[src/rtl/vga_timing_gen.sv]
`default_nettype none
// ============================================================================
// Module   : vga_timing_gen
// Purpose  : Parametrised VESA-style video timing generator with pixel enable,
//            programmable sync polarity and a wrapping frame counter.
// Revision : 1.0  initial release
// ============================================================================
module vga_timing_gen #(
    parameter int H_ACTIVE  = 1024,
    parameter int H_FP      = 24,
    parameter int H_SYNC    = 136,
    parameter int H_BP      = 160,
    parameter int V_ACTIVE  = 768,
    parameter int V_FP      = 3,
    parameter int V_SYNC    = 6,
    parameter int V_BP      = 29,
    parameter int HSYNC_POL = 0,
    parameter int VSYNC_POL = 0,
    parameter int CNT_W     = 11,
    parameter int FRM_W     = 8
) (
    input  logic             clk,
    input  logic             rst,
    input  logic             en,
    output logic [CNT_W-1:0] hcount,
    output logic [CNT_W-1:0] vcount,
    output logic             hsync,
    output logic             vsync,
    output logic             hblnk,
    output logic             vblnk,
    output logic             de,
    output logic             line_start,
    output logic             frame_start,
    output logic [FRM_W-1:0] frame_cnt
);

    localparam int c_H_TOTAL = H_ACTIVE + H_FP + H_SYNC + H_BP;
    localparam int c_V_TOTAL = V_ACTIVE + V_FP + V_SYNC + V_BP;

    localparam logic [CNT_W-1:0] c_H_LAST   = CNT_W'(c_H_TOTAL - 1);
    localparam logic [CNT_W-1:0] c_V_LAST   = CNT_W'(c_V_TOTAL - 1);
    localparam logic [CNT_W-1:0] c_H_ACT    = CNT_W'(H_ACTIVE);
    localparam logic [CNT_W-1:0] c_V_ACT    = CNT_W'(V_ACTIVE);
    localparam logic [CNT_W-1:0] c_HS_BEG   = CNT_W'(H_ACTIVE + H_FP);
    localparam logic [CNT_W-1:0] c_HS_END   = CNT_W'(H_ACTIVE + H_FP + H_SYNC - 1);
    localparam logic [CNT_W-1:0] c_VS_BEG   = CNT_W'(V_ACTIVE + V_FP);
    localparam logic [CNT_W-1:0] c_VS_END   = CNT_W'(V_ACTIVE + V_FP + V_SYNC - 1);
    localparam logic             c_HS_ON    = (HSYNC_POL != 0);
    localparam logic             c_VS_ON    = (VSYNC_POL != 0);

    if ((H_FP == 0) || (H_SYNC == 0) || (H_BP == 0) ||
        (V_FP == 0) || (V_SYNC == 0) || (V_BP == 0) ||
        (c_H_TOTAL > (2 ** CNT_W)) || (c_V_TOTAL > (2 ** CNT_W))) begin : g_param_check
        $error("vga_timing_gen: zero porch/sync width or totals exceed CNT_W range");
    end

    logic [CNT_W-1:0] r_hcount, r_vcount;
    logic [FRM_W-1:0] r_frame_cnt;
    logic             r_hsync, r_vsync, r_hblnk, r_vblnk, r_de;
    logic             r_line_start, r_frame_start;

    logic             w_h_last, w_v_last;
    logic [CNT_W-1:0] w_nh, w_nv;
    logic [FRM_W-1:0] w_nfrm;

    // Next-position logic; reset forces (0,0) so the flag decode below also
    // yields the reset values of every output.
    always_comb begin
        w_h_last = (r_hcount == c_H_LAST);
        w_v_last = (r_vcount == c_V_LAST);
        w_nh     = r_hcount + CNT_W'(1);
        w_nv     = r_vcount;
        w_nfrm   = r_frame_cnt;
        if (w_h_last) begin
            w_nh = '0;
            w_nv = w_v_last ? '0 : r_vcount + CNT_W'(1);
            if (w_v_last) begin
                w_nfrm = r_frame_cnt + FRM_W'(1);
            end
        end
        if (rst) begin
            w_nh   = '0;
            w_nv   = '0;
            w_nfrm = '0;
        end
    end

    // Flags are decoded from the next counts so they line up with hcount/vcount.
    always_ff @(posedge clk) begin
        if (rst || en) begin
            r_hcount      <= w_nh;
            r_vcount      <= w_nv;
            r_frame_cnt   <= w_nfrm;
            r_hblnk       <= (w_nh >= c_H_ACT);
            r_vblnk       <= (w_nv >= c_V_ACT);
            r_de          <= (w_nh < c_H_ACT) && (w_nv < c_V_ACT);
            r_hsync       <= ((w_nh >= c_HS_BEG) && (w_nh <= c_HS_END)) ? c_HS_ON : ~c_HS_ON;
            r_vsync       <= ((w_nv >= c_VS_BEG) && (w_nv <= c_VS_END)) ? c_VS_ON : ~c_VS_ON;
            r_line_start  <= (w_nh == '0);
            r_frame_start <= (w_nh == '0) && (w_nv == '0);
        end
    end

    assign hcount      = r_hcount;
    assign vcount      = r_vcount;
    assign frame_cnt   = r_frame_cnt;
    assign hsync       = r_hsync;
    assign vsync       = r_vsync;
    assign hblnk       = r_hblnk;
    assign vblnk       = r_vblnk;
    assign de          = r_de;
    assign line_start  = r_line_start;
    assign frame_start = r_frame_start;

endmodule
`default_nettype wire

[config.mk]
export PLATFORM = sky130hd
export DESIGN_NAME = vga_timing_gen
export DESIGN_NICKNAME = d
export VERILOG_FILES = /design/src/rtl/vga_timing_gen.sv
export SDC_FILE = /design/constraint.sdc
export NUM_CORES = 1
export LEC_CHECK = 0
export ABC_AREA = 1
export CORE_ASPECT_RATIO = 1.5
export CORE_MARGIN = 3
export CORE_UTILIZATION = 57
export CTS_BUF_LIST = sky130_fd_sc_hd__clkbuf_4 sky130_fd_sc_hd__clkbuf_8
export DETAILED_ROUTE_END_ITERATION = 10
export DONT_BUFFER_PORTS = 1
export MAX_ROUTING_LAYER = met4
export PLACE_DENSITY = 0.76
export SLEW_MARGIN = 30
export SYNTH_ARGS = -nofsm -noshare
export SYNTH_HDL_FRONTEND = slang
export SYNTH_SLANG_ARGS = --single-unit
[constraint.sdc]
create_clock -name clk -period 3.6 [get_ports clk]
set_input_delay 0.54 -clock clk [delete_from_list [all_inputs] [get_ports clk]]
set_output_delay 0.54 -clock clk [all_outputs]
set_load 0.02 [all_outputs]
# Word-level counts from Yosys, hierarchy flattened

Index checks and enable logic that the tools add are counted.

$add $sub $neg: 3
Magnitude comparators: 8
Equal/unequal tests: 2
Muxes and demuxes: 9
Reduce and logical (&&, ||, !) cells: 10

Operator list:

| kind                                                                               | count |
|---|---|
| 11-bit 2-to-1 mux                                                                  | 5 |
| 11-bit by 1-bit adder with 11-bit output, second input constant                    | 2 |
| 11-bit by 10-bit >= comparator with 1-bit output, second input constant            | 2 |
| 11-bit >= comparator, second input constant                                        | 2 |
| 11-bit zero test                                                                   | 2 |
| 8-bit 2-to-1 mux                                                                   | 2 |
| 11-bit by 10-bit == test with 1-bit output, second input constant                  | 1 |
| 11-bit == test, second input constant                                              | 1 |
| 11-bit by 10-bit less-or-equal comparator with 1-bit output, second input constant | 1 |
| 11-bit less-or-equal comparator, second input constant                             | 1 |
| 11-bit by 10-bit < comparator with 1-bit output, second input constant             | 1 |
| 11-bit < comparator, second input constant                                         | 1 |
| 8-bit by 1-bit adder with 8-bit output, second input constant                      | 1 |
| 1-bit logical AND                                                                  | 4 |
| 2-bit nonzero test                                                                 | 2 |
| 3-bit AND reduction                                                                | 1 |
| 1-bit 2-to-1 mux                                                                   | 2 |
| 1-bit logical OR                                                                   | 1 |

Register bits after elaboration: 37
Input port bits: 3
Output and inout bits: 37
Word-level logic and storage cells: 42

# Longest topological paths before layout

Depth after elaboration: 7
Gate-level depth with buffers: 14
Gate-level depth less buffers: 14

# Worst setup path after synthesis

No wires, ideal clock.

Path type: flip-flop to flip-flop
From: register r_hcount[0] (netlist: hcount[0])
To: register r_frame_cnt[0] (netlist: frame_cnt[0]), enable pin
Setup time: 0.375 ns
Arrival: 1.796 ns
Required time: 3.225 ns
Setup slack: 1.429 ns
Cell stages (with the launch flop): 8
Path buffers: 0
Clock period less this slack: 2.171 ns
Path through: edfxtp_1 -> ha_1 -> nand3_4 -> nor2_4 -> nand2_4 -> nand2_4 -> nand2_1 -> a21oi_1

Longest elaborated chain between the ends: 3

RTL lines:

| element                       | RTL line | RTL |
|---|---|---|
| start: declaration            | 57       | `logic [CNT_W-1:0] r_hcount, r_vcount;` |
| start signal: assignment      | 91       | `r_hcount <= w_nh;` |
| 11-bit == test                | 69       | `w_h_last = (r_hcount == c_H_LAST);` |
| 2-bit nonzero test (no line)  | -        |  |
| 3-bit AND reduction (no line) | -        |  |
| end signal: assignment        | 93       | `r_frame_cnt <= w_nfrm;` |
| end: declaration              | 58       | `logic [FRM_W-1:0] r_frame_cnt;` |

No other way between the ends.
A chain may end at the register's enable or synchronous reset.

# Worst setup path in the final report

From: register r_hcount[0] (netlist: hcount[0])
To: register r_frame_cnt[2] (netlist: frame_cnt[2]), enable pin

Same word-level chain as after synthesis.

==> flow_summary.ini <==
[worst_setup_path]
cpMaxStageDelayCell = edfxtp_1
endpoint_kind = flop
cpMostUsedCell = nand2_4
crit_path_cell_trace = ha_1, nand3_4, nor2_4, nand2_4, nand2_4, nand2_1, a21oi_1
worstSetupPathType = reg -> reg
worstPathArrival_ns = 2.42
crit_start = hcount[0]
crit_fanout = 17
max_stage_delay_ns = 0.57
regToRegStartpoint = hcount[0]
start_kind = flop
cp.required_ns = 3.52

[drt]
wl_um = 5219
drtIter0Drc = 109
dr.pass1.iters = 4
drc = 0
ant_nets = 0
via_per_inst = 5.296
vias = 1986
wl_per_cell_um = 13.92

[cells_and_area]
post-route-util_pct = 63.73
regArea_um2 = 1111
syn2layout_area_growth_pct = 4.598
num-fill-cells = 362
multi_input_area_um2 = 1100
diodes = 0
fin_nets = 336
drive_above_1_share_pct = 8.788
fin_cells = 375

[global_routing]
antenna_found_initial = 0
grt_pass1_wl_um = 8487
grt_max_degree = 26
grt_pass1_vias = 1941
grt_usage_pct = 22.42
grt-ovfl-total = 0

[power]
leakage_nw = 1.328
vdd_drop_max_v = 0.0003783
power.density_nw_per_um2 = 389.5

[synthesis]
synth_area_um2 = 2476
yosysSeqAreaShare_pct = 44.87
synth_top_area_share_pct = 44.87
synth.area.top_cells = edfxtp_1 (45%), nand2_1 (15%), inv_1 (9.1%)
yosys_warnings = 0
synthesis.nets = 333
synth_area_leader_cell = edfxtp_1
synth_seq_cells = 37
avgSynthCellArea_um2 = 7.595
synthCells = 326
synth_cell_types = 31

[timing]
fin_crit_sh_pct = 69.57
fin_ws_ns = 1.096
grt_setup_unrepaired = no
hold_violations = 0
final.setup.tns_ns = 0
worst_pin_slew_ns = 0.7695
finalSetupViolCount = 0
worst_clock_skew_ns = 0.004859
max_freq_ghz = 0.3993
max-slew-margin-rel_pct = 48.65
finalMaxSlewViolations = 0
period_minus_slack_ns = 2.504

[clocking]
cts-htree-levels = 2
insertion_delay_ns = 0.29
post_cts_buffers = 0
cts_root_buf = clkbuf_8
cts_buffer_depth = 2
hold_buffers = 0
path_clk_slew_ns = 0.07
cts_tree = built
ctsResizeCount = 0
cts.sinks = 37
cts_buffers = 5

[floorplan]
die_w_um = 59.82
core_um2 = 4064
rows = 28
start_util_pct = 60.93
dieArea_um2 = 5187
die_h_um = 86.72
io_pins = 40

[hold_path]
hp-class = in -> reg
hp-start = rst

[placed_design]
dpl_worst_slack_ns = 1.077
dp_hpwl_um = 4129
place.gp.congestion = 0.9069
dp_cells = 367
portBuffers = 0

[outcome]
status = completed

[flow_run]
drv_cap = 0
## final cells by class
type                       instances  area share, %
timing repair buffer               1         0.2899
inverter                          61          8.841
tap                               45          2.174
sequential                        37          42.90
clock buffer                       5          2.657
multi-input combinational        223          42.46
clock inverter                     3         0.6763
## metal layers
| layer | GRT usage (%) | routed length (µm) |
|---|---|---|
| met4 | 8.871 | 115 |
| met3 | 5.663 | 292 |
| met1 | 25.36 | 2094 |
| met2 | 37.11 | 2716 |
| met5 | - | 0 |
## sequential cells by signal, indices dropped and copies added (netlist names)
signal,cells
frame_start,1
de,1
vcount,11
hcount,11
frame_cnt,8
vblnk,1
line_start,1
hsync,1
hblnk,1
vsync,1
## metrics by stage
stage                     instance area, µm²  power, mW  hold WS, ns
after floorplan                         2476     0.7048       0.6962
after global placement                  2504     0.7409       0.7265
after detailed placement                2504     0.7434       0.7340
after CTS                               2590      1.019       0.4301
after global routing                    2590      1.063       0.4228
final                                   2590      1.009       0.4368
## final timing paths
check / depth (start not counted) / to / slack [ns]
setup / recovery: 7 / frame_cnt[2] / 1.10
hold / removal: 1 / frame_cnt[1] / 0.44
hold reg to reg: 1 / frame_cnt[0] / 0.76
setup reg to reg: 7 / frame_cnt[2] / 1.10
## worst max-delay path: cells and delay by family, from the launching register on
kind                     cells  cell delay [ns]
adder cells (fa/ha/maj)      1             0.31
AND/OR/NAND/NOR              5             0.69
AO/OA/AOI/OAI                1             0.56
flip-flops                   1             0.57
## report_power, final
part	leakage, nW	internal [mW]	switching [mW]
clock network	0.0455	0.134	0.142
logic	0.897	0.0460	0.0939
registers	0.386	0.514	0.0794
## synthesized netlist by cell type (all sizes together)
| library cell | number |
|---|---|
| xor2 | 4 |
| clkbuf | 2 |
| nand4 | 4 |
| o21ai | 9 |
| or2 | 1 |
| nor2 | 40 |
| xnor2 | 2 |
| edfxtp | 37 |
| a21oi | 7 |
| nand3 | 41 |
| inv | 61 |
| a31oi | 1 |
| nand2 | 103 |
| buf | 3 |
| o21bai | 1 |
| nor4 | 1 |
| nor3 | 4 |
| ha | 4 |
| a21boi | 1 |
## cells in the final DEF (no fill, tap or decap), types with 2 or more instances in the layout
cell | synthesis | layout
nand2_4 | 2 | 2
nand2_2 | 4 | 4
xnor2_1 | 2 | 2
o21ai_2 | 3 | 3
nand3_1 | 35 | 35
clkbuf_8 | 0 | 5
nor3_1 | 3 | 3
xor2_1 | 4 | 4
a21oi_1 | 7 | 7
nand4_1 | 4 | 4
nand3_2 | 5 | 5
nand2_1 | 97 | 97
o21ai_0 | 5 | 5
nor2_4 | 2 | 2
nor2_1 | 37 | 37
edfxtp_1 | 37 | 37
ha_1 | 4 | 4
inv_1 | 60 | 60
## kinds of logic after synthesis
logic type / Yosys count / share of synthesized area, %
buffers and inverters: 66 / 10.71
xor gates and xnor gates: 6 / 2.122
DFF: 37 / 44.87
adders and majority gates: 4 / 2.021
AOI/OAI and AO/OA: 19 / 4.548
and+or+nand+nor: 194 / 35.73
(Power assumes the default switching activity.)
